File: src/rtl/serial_add_ctrl.sv
// Bit-serial adder controller: adds two WIDTH-bit operands LSB first through one
// full-adder cell, one bit per clock, and returns a registered sum/carry-out with a done pulse.
module serial_add_ctrl #(
    parameter int WIDTH = 8
) (
    input  logic             clk,
    input  logic             rst,
    input  logic             start,
    input  logic [WIDTH-1:0] a,
    input  logic [WIDTH-1:0] b,
    input  logic             cin,
    output logic             busy,
    output logic             done,
    output logic [WIDTH-1:0] sum,
    output logic             cout
);

    localparam int CW = $clog2(WIDTH) + 1;

    typedef enum logic {
        IDLE,
        RUN
    } state_t;

    state_t           state;
    state_t           state_nxt;
    logic [WIDTH-1:0] areg;
    logic [WIDTH-1:0] breg;
    logic [WIDTH-1:0] rreg;
    logic [WIDTH-1:0] rnext;
    logic [CW-1:0]    cnt;
    logic             carry;
    logic             fbit;
    logic             fcarry;
    logic             load;
    logic             step;
    logic             finish;

    // The single shared full-adder cell.
    assign fbit   = areg[0] ^ breg[0] ^ carry;
    assign fcarry = (areg[0] & breg[0]) | (areg[0] & carry) | (breg[0] & carry);

    // Shift-then-insert form keeps the WIDTH=1 case free of empty slices.
    always_comb begin
        rnext            = rreg >> 1;
        rnext[WIDTH-1]   = fbit;
    end

    always_comb begin
        state_nxt = state;
        load      = 1'b0;
        step      = 1'b0;
        finish    = 1'b0;
        unique case (state)
            IDLE: begin
                if (start) begin
                    load      = 1'b1;
                    state_nxt = RUN;
                end
            end
            RUN: begin
                step = 1'b1;
                if (cnt == CW'(WIDTH - 1)) begin
                    finish    = 1'b1;
                    state_nxt = IDLE;
                end
            end
            default: state_nxt = IDLE;
        endcase
    end

    always_ff @(posedge clk) begin
        if (rst) begin
            state <= IDLE;
        end else begin
            state <= state_nxt;
        end
    end

    always_ff @(posedge clk) begin
        if (rst) begin
            areg  <= '0;
            breg  <= '0;
            rreg  <= '0;
            cnt   <= '0;
            carry <= 1'b0;
            done  <= 1'b0;
            sum   <= '0;
            cout  <= 1'b0;
        end else begin
            done <= finish;
            if (load) begin
                areg  <= a;
                breg  <= b;
                carry <= cin;
                rreg  <= '0;
                cnt   <= '0;
            end else if (step) begin
                areg  <= areg >> 1;
                breg  <= breg >> 1;
                carry <= fcarry;
                rreg  <= rnext;
                cnt   <= cnt + CW'(1);
            end
            if (finish) begin
                sum  <= rnext;
                cout <= fcarry;
            end
        end
    end

    assign busy = (state == RUN);

endmodule

File: config.mk
export PLATFORM = sky130hd
export DESIGN_NAME = serial_add_ctrl
export DESIGN_NICKNAME = d
export VERILOG_FILES = /design/src/rtl/serial_add_ctrl.sv
export SDC_FILE = /design/constraint.sdc
export NUM_CORES = 1
export LEC_CHECK = 0
export BUFFER_PORTS_ARGS = -buffer_cell sky130_fd_sc_hd__buf_2
export CELL_PAD_IN_SITES_DETAIL_PLACEMENT = 1
export CELL_PAD_IN_SITES_GLOBAL_PLACEMENT = 1
export CORE_ASPECT_RATIO = 2
export CORE_UTILIZATION = 30
export CTS_CLUSTER_SIZE = 40
export DETAILED_ROUTE_END_ITERATION = 6
export PLACE_DENSITY = 0.68
export SLEW_MARGIN = 40
export SYNTH_ARGS = -nofsm -noshare
export SYNTH_HDL_FRONTEND = slang
export SYNTH_SLANG_ARGS = --single-unit
File: constraint.sdc
create_clock -name clk -period 1.15 [get_ports clk]
set_input_delay 0.115 -clock clk [delete_from_list [all_inputs] [get_ports clk]]
set_output_delay 0.115 -clock clk [all_outputs]
set_load 0.03 [all_outputs]
=== Word-level counts from Yosys, hierarchy flattened ===
Cells that the tools add are included.

* Logic and storage cells: 34
* Output and inout port bits: 11
* Register bits after elaboration: 40
* Bits of input ports: 20

* Add/subtract/negate cells: 1
* Mux-type cells: 13
* Reduce and logical (&&, ||, !) cells: 2
* Eq/ne operators: 1
* Bitwise gates (word level): 8

{| class="wikitable"
|+ Operators by type and width
! cell !! number
|-
| $mux W8 || 4
|-
| $mux W1 || 8
|-
| $add A4 B1 Y4 const B || 1
|-
| $eq A4 B3 Y1 const B || 1
|-
| $and A1 B1 Y1 || 3
|-
| $or A1 B1 Y1 || 2
|-
| $pmux W1 S2 || 1
|-
| $reduce_bool A2 Y1 || 1
|-
| $reduce_or A2 Y1 || 1
|-
| $xor A1 B1 Y1 || 2
|-
| $not A1 Y1 || 1
|}

=== Logic depth before layout (Yosys ltp) ===
Gate-level depths: netlist of run 1.

* Depth in word-level cells: 5
* Depth in mapped cells: 5

=== Worst setup path before layout of run 1 ===
No wires, ideal clock.

* Path type: flip-flop to flip-flop
* From: reg state (netlist: busy)
* To: reg cout
* Setup time: 0.132 ns
* Data required time: 1.018 ns
* Arrival: 1.140 ns
* Stages on the path, launching flop included: 5
* Buffers on the path: 1
* Setup slack: -0.122 ns
* Path through: dfxtp_1 > buf_2 > nand4b_1 > nand2_1 > a21oi_1

* Longest elaborated chain between the ends: 1

{| class="wikitable"
|+ RTL lines
! item !! line !! source
|-
| from (decl) || 25 || <nowiki>state_t state;</nowiki>
|-
| from (signal assigned) || 76 || <nowiki>state <= state_nxt;</nowiki>
|-
| $mux W1 || 54 || <nowiki>unique case (state)</nowiki>
|-
| to (signal assigned) || 107 || <nowiki>cout <= fcarry;</nowiki>
|-
| to (decl) || 15 || <nowiki>output logic cout</nowiki>
|}

No other way between the ends.
A chain may end at the register's enable or synchronous reset.

=== Final worst setup path of run 1 ===
* From: reg cnt[0]
* To: reg sum[7]

* Longest elaborated chain between the ends: 3

{| class="wikitable"
|+ RTL lines
! item !! line !! source
|-
| from (decl) || 31 || <nowiki>logic [CW-1:0] cnt;</nowiki>
|-
| from (signal assigned) || 103 || <nowiki>cnt <= cnt + CW'(1);</nowiki>
|-
| $eq A4 B3 Y1 || 63 || <nowiki>if (cnt == CW'(WIDTH - 1)) begin</nowiki>
|-
| $mux W1 || 63 ||
|-
| $mux W1 || 54 ||
|-
| to (signal assigned) || 106 || <nowiki>sum <= rnext;</nowiki>
|-
| to (decl) || 14 || <nowiki>output logic [WIDTH-1:0] sum,</nowiki>
|}

No other way between the ends.

==> impl_metrics.json, run 1 <==
{
  "cts_root_buf": "clkbuf_8",
  "multi_input_area_sq_um": 792,
  "drt-total-wl_microns": 3730,
  "synth_area_sq_um": 1600,
  "grt_pass1_wl_microns": 5760,
  "grt-ovfl-total": 0,
  "grt_pass1_vias": 1291,
  "status": "finished with violations",
  "cp-start-kind": "register",
  "diodes": 0,
  "p_switching_w": 0.000631,
  "drv_slew": 0,
  "synth_xor_area_share_pct": 1.64,
  "track_usage_pct": 14.2,
  "setup_viol": 7,
  "fin_area_sq_um": 2040,
  "switching_share_pct": 23.7,
  "crit_cells": 5,
  "reg2reg_depth": 5,
  "hold-path-cell-count": 3,
  "die_w_microns": 53.7,
  "cpLargestDelayFamily": "flip-flops",
  "cts_tree": "yes",
  "fin_nets": 237,
  "die_area_sq_um": 5660,
  "rsz0062_at_grt": "yes",
  "synth_warnings": 0,
  "slowest_stage": "dfxtp_2",
  "vias": 1332,
  "p_seq_share_pct": 53.5,
  "dr.first_iter.drc_count": 12,
  "hold_class": "input port to register",
  "vias_per_cell": 4.86,
  "drive_gt1_share_pct": 39.4,
  "worst_skew_pair.late_latency_ns": 0.29,
  "min_period_ns": 1.17,
  "place_congestion": 0.675,
  "first_pass_iters": 3,
  "leakagePower_nw": 0.837,
  "postSynthCellCount": 175,
  "port_buffers": 30,
  "worst-path-max-fanout": 5,
  "cp_num_buf_inv": 1,
  "cellPowerDensity_nw_per_um2": 1310,
  "synth_top_area_share_pct": 48.7,
  "initial_core_util_pct": 31.2,
  "die_y_microns": 105,
  "layout_worst_path_cycle_share_pct": 102,
  "tightestPinTransition_ns": 0.358,
  "whs_ns": 0.121,
  "clock_sinks": 39,
  "cts_inserted_buffers": 5,
  "drcViolationCount": 0,
  "wl_per_cell_microns": 13.6,
  "synth-compound-area-share_pct": 7.96,
  "violations": "setup timing",
  "synthMuxAreaShare_pct": 16.8,
  "ys_top_cells_by_area": "dfxtp_1 49%, nand2_1 11%, mux2_2 11%",
  "peakVddDrop_uv": 864,
  "coreArea_sq_um": 5140,
  "path_cells": "ha_4 -> nand4b_1 -> buf_6 -> nand2_1 -> a21oi_2",
  "yosys.area.top_type": "dfxtp_1",
  "place_area_sq_um": 1840,
  "endpoint_kind": "register",
  "dp_hpwl_microns": 2540,
  "timing.final.ws_setup_ns": -0.0182,
  "synth_top_family_by_area": "simple AND/OR/NAND/NOR gates",
  "ant_nets": 0,
  "clkTransAtPathRegs_ns": 0.08,
  "seq_area_frac_synth_pct": 48.7,
  "crit_arrival_ns": 1.35,
  "fin_skew_ns": 0.00822,
  "intPower_w": 0.00203,
  "slowest_delay_ns": 0.36,
  "comb_power_share_pct": 10.7,
  "synth.distinct_cells": 22,
  "syn_to_final_growth_pct": 27.0,
  "synth_fa_ha_area_share_pct": 2.03,
  "htree_levels": 2,
  "yosys.area_share.simple_pct": 17.0,
  "final_hold_viol_count": 0,
  "max_freq_mhz": 856,
  "synth_area_per_cell_sq_um": 9.16,
  "rows": 37,
  "grt_max_degree": 20,
  "antenna_found_initial": 0,
  "ys_ff_latch": 39,
  "crit_type": "register to register",
  "ios": 31,
  "regArea_sq_um": 791,
  "slew_headroom_pct": 76.1,
  "syn_nets": 197,
  "pwr-share-clk_pct": 35.8,
  "drv_cap": 0,
  "cts.path.max_buffers": 2,
  "cp.required_ns": 1.33,
  "fillerInstances": 618
}
final cells by class:
class                   count  share of cell area (%)
repair buffers             44                    13.8
well taps                  58                    3.56
inverters                   1                   0.184
multi-input cells         124                    38.9
clock inverters             1                   0.430
flip-flops and latches     39                    38.8
clock buffers               7                    4.24
Yosys cell counts:
library cell and count:
nand2_1 49, dfxtp_1 39, a21oi_1 24, mux2_2 15, nor2_1 13, mux2i_1 10, buf_2 5, nor3_1 3
buf_4 2, buf_6 2, xor2_1 2, a21o_1 1, and4b_1 1, buf_1 1, buf_12 1, clkbuf_1 1
fa_1 1, ha_1 1, inv_1 1, nand4_1 1, nand4b_1 1, xnor2_1 1
cell usage in the layout, fill, tap and decap left out, types with 2 or more instances in the layout:
cell type / Yosys / routed
a21oi_1: 24 / 19
a21oi_2: 0 / 5
buf_2: 5 / 29
buf_4: 2 / 12
clkbuf_8: 0 / 6
dfxtp_1: 39 / 33
dfxtp_2: 0 / 5
mux2_2: 15 / 15
mux2i_1: 10 / 10
nand2_1: 49 / 44
nand2_2: 0 / 4
nor2_1: 13 / 13
nor3_1: 3 / 3
xor2_1: 2 / 2
cells by family after synthesis:
family | after synthesis
simple gates | 68
buf+inv | 13
mux | 25
compound gates | 25
xor+xnor | 3
fa+ha+maj | 2
flops | 39
timing repair:
| item | 4_1_cts | 5_1_grt |
|---|---|---|
| resized for setup | 13 | 13 |
| cloned | 1 | 1 |
| buffers inserted | 1 | 1 |
| setup endpoints to repair | 12 | 11 |
| pin swaps | 3 | 6 |
| hold buffers | 0 | 0 |
stage by stage:
step	cells	total power, W	setup slack (ns)	TNS, ns	utilization, %
after floorplan	175	0.00165	-0.00880	-0.0791	-
after global placement	263	0.00172	-0.0536	-0.408	35.8
after detailed placement	263	0.00173	-0.0805	-0.655	35.8
after CTS	272	0.00271	-0.0269	-0.0269	38.5
after global routing	274	0.00279	-0.0907	-0.670	39.6
final	274	0.00266	-0.0182	-0.0836	39.6
per-layer routing:
metal  track usage, %  vias up  part of all wire (%)
met4             7.89        0                   3.1
met2             25.9       22                    57
met1             13.3      639                    37
li1                 -      663                     -
met5                0        -                     0
met3             3.03        8                   2.8
flip-flops by register name, summed over array words and instances (netlist names):
signal	flops
rreg	7
cout	1
cnt	4
done	1
sum	8
areg	8
carry	1
breg	8
busy	1
path summary, 6_finish.rpt:
path	from	endpoint	slack, ns
worst max-delay path	cnt[0]$_SDFFE_PP0P_	sum[7]$_SDFFE_PP0P_	-0.02
worst min-delay path	a[7]	areg[7]$_SDFFE_PP0P_	0.12
worst max register to register	cnt[0]$_SDFFE_PP0P_	sum[7]$_SDFFE_PP0P_	-0.02
worst min register to register	sum[5]$_SDFFE_PP0P_	sum[5]$_SDFFE_PP0P_	0.46
worst register-to-register path: stages, from the launching register on:
cell	delay (ns)
dfxtp_2	0.36
ha_4	0.16
nand4b_1	0.20
buf_6	0.21
nand2_1	0.08
a21oi_2	0.05
power groups by stage:
stage | combinational, W | sequential [W] | clock [W]
CTS | 0.000289 | 0.00142 | 0.000996
global route | 0.000316 | 0.00143 | 0.00104
global placement | 0.000274 | 0.00145 | 0
finish | 0.000284 | 0.00142 | 0.000954
detailed placement | 0.000279 | 0.00145 | 0
floorplan | 0.000199 | 0.00145 | 0
No activity file was read; power rests on OpenSTA's default activity.
==> run 2: changes to the inputs <==
--- a/config.mk
+++ b/config.mk
@@ -15,2 +15,3 @@
 export PLACE_DENSITY = 0.68
+export REMOVE_ABC_BUFFERS = 1
 export SLEW_MARGIN = 40
--- a/constraint.sdc
+++ b/constraint.sdc
@@ -3,2 +3,2 @@
 set_output_delay 0.115 -clock clk [all_outputs]
-set_load 0.03 [all_outputs]
+set_load 0.1 [all_outputs]
==> run 2 against run 1 <==
Effect of this change: the run now ends clean; sequential power is essentially flat; combinational power grew 11%; clock skew shrank 0.0036 ns.
==> impl_metrics.json, run 2 (synthesized netlist as in run 1, its figures left out) <==
{
  "max_freq_mhz": 877,
  "place_congestion": 0.660,
  "tightestPinTransition_ns": 0.378,
  "dr.first_iter.drc_count": 6,
  "initial_core_util_pct": 31.2,
  "final_hold_viol_count": 0,
  "dp_hpwl_microns": 2610,
  "slowest_delay_ns": 0.55,
  "die_w_microns": 53.7,
  "wl_per_cell_microns": 13.3,
  "ios": 31,
  "final_cell_mix": "49 x nand2_1, 34 x dfxtp_1, 22 x a21oi_1",
  "die_area_sq_um": 5660,
  "setup_viol": 0,
  "top_regs": "areg: 8 flops, breg: 8 flops, sum: 8 flops",
  "drt-total-wl_microns": 3640,
  "drv_cap": 0,
  "rsz0062_at_grt": "yes",
  "worst-path-max-fanout": 2,
  "cts.path.max_buffers": 2,
  "endpoint_kind": "register",
  "fin_nets": 236,
  "layout_worst_path_cycle_share_pct": 99.1,
  "regArea_sq_um": 790,
  "crit_arrival_ns": 1.37,
  "peakVddDrop_uv": 963,
  "whs_ns": 0.132,
  "htree_levels": 2,
  "port_buffers": 30,
  "antenna_found_initial": 0,
  "cellPowerDensity_nw_per_um2": 1220,
  "worst_skew_pair.late_latency_ns": 0.29,
  "slowest_stage": "fa_1",
  "multi_input_area_sq_um": 761,
  "vias": 1311,
  "crit_type": "register to register",
  "status": "finished, final reports clean",
  "grt_pass1_wl_microns": 6400,
  "ant_nets": 0,
  "vias_per_cell": 4.80,
  "drv_slew": 0,
  "slew_headroom_pct": 74.8,
  "path_cells": "fa_1 -> nand2_1 -> a21oi_2",
  "layout_commonest_cell": "nand2_1",
  "grt_pass1_vias": 1459,
  "cp-start-kind": "register",
  "cts_root_buf": "clkbuf_8",
  "grt_max_degree": 20,
  "cp.required_ns": 1.38,
  "first_pass_iters": 3,
  "die_y_microns": 105,
  "diodes": 0,
  "cts_inserted_buffers": 5,
  "clkTransAtPathRegs_ns": 0.07,
  "track_usage_pct": 15.4,
  "rows": 37,
  "fillerInstances": 594,
  "fin_skew_ns": 0.00467,
  "r2r_slack_ns": 0.01,
  "drcViolationCount": 0,
  "drive_gt1_share_pct": 34.4,
  "cts_tree": "yes",
  "min_period_ns": 1.14,
  "grt-ovfl-total": 0,
  "coreArea_sq_um": 5140,
  "hold_class": "input port to register",
  "syn_to_final_growth_pct": 34.1,
  "total_power_w": 0.00262,
  "leakagePower_nw": 0.855,
  "clock_sinks": 39
}
[run 2: changes by cell type in the layout (fill, tap and decap cells not counted), moves of 2 or more]
cell | before | now
nand2_1 | 44 | 49
nand2_2 | 4 | 0
buf_2 | 29 | 19
buf_4 | 12 | 10
a21oi_1 | 19 | 22
a21oi_2 | 5 | 2
buf_12 | 1 | 13
[run 2: area by class of cell]
cell class	count	share of cell area, %
Clock buffer	7	3.55
Clock inverter	1	0.233
Inverter	1	0.175
Multi-Input combinational cell	124	35.4
Sequential cell	39	36.7
Tap cell	58	3.38
Timing Repair Buffer	43	20.5
[run 2: final timing paths]
path / from / end / cells after the start
worst max-delay path: carry$_SDFFE_PP0P_ / sum[7]$_SDFFE_PP0P_ / 3
worst min register to register: breg[1]$_SDFFE_PP0P_ / breg[0]$_SDFFE_PP0P_ / 2
worst max register to register: carry$_SDFFE_PP0P_ / sum[7]$_SDFFE_PP0P_ / 3
worst min-delay path: a[7] / areg[7]$_SDFFE_PP0P_ / 3
[run 2: worst max-delay path, delay by kind of cell (launching register included)]
kind | cells | cell delay (ns)
adders and majority gates | 1 | 0.55
DFF | 1 | 0.33
AOI/OAI and AO/OA | 1 | 0.13
and+or+nand+nor | 1 | 0.07
[run 2: per-layer routing]
layer	global-route usage, %	wire length (microns)	vias to the layer above
li1	-	-	655
met1	15.2	1300	625
met2	28.2	2160	24
met3	2.74	90	7
met4	7.89	85	0
met5	0	0	-
[run 2: through the flow]
| step | cell area [sq um] | TNS [ns] | setup WS, ns | util (%) | cells |
|---|---|---|---|---|---|
| floorplan | 1510 | -51.42 | -1.50 | - | 163 |
| global placement | 2000 | -0.536 | -0.0691 | 39.0 | 263 |
| detailed placement | 2000 | -1.26 | -0.163 | 39.0 | 263 |
| CTS | 2130 | 0 | 0.00141 | 41.4 | 273 |
| global route | 2150 | -0.115 | -0.0617 | 41.8 | 273 |
| finish | 2150 | 0 | 0.0101 | 41.8 | 273 |
[run 2: what timing repair did]
item,CTS,global route
endpoints found under the setup margin,12,10
buffers inserted,1,0
gates resized for setup,10,6
gates cloned,1,0
pin swaps,2,2
hold buffers,0,0
[run 2: power breakdown]
part           internal, W  leakage (nW)  total, W  switching [W]
sequential         0.00140         0.319   0.00142      0.0000295
clock             0.000425        0.0422  0.000883       0.000458
combinational     0.000161         0.493  0.000315       0.000154
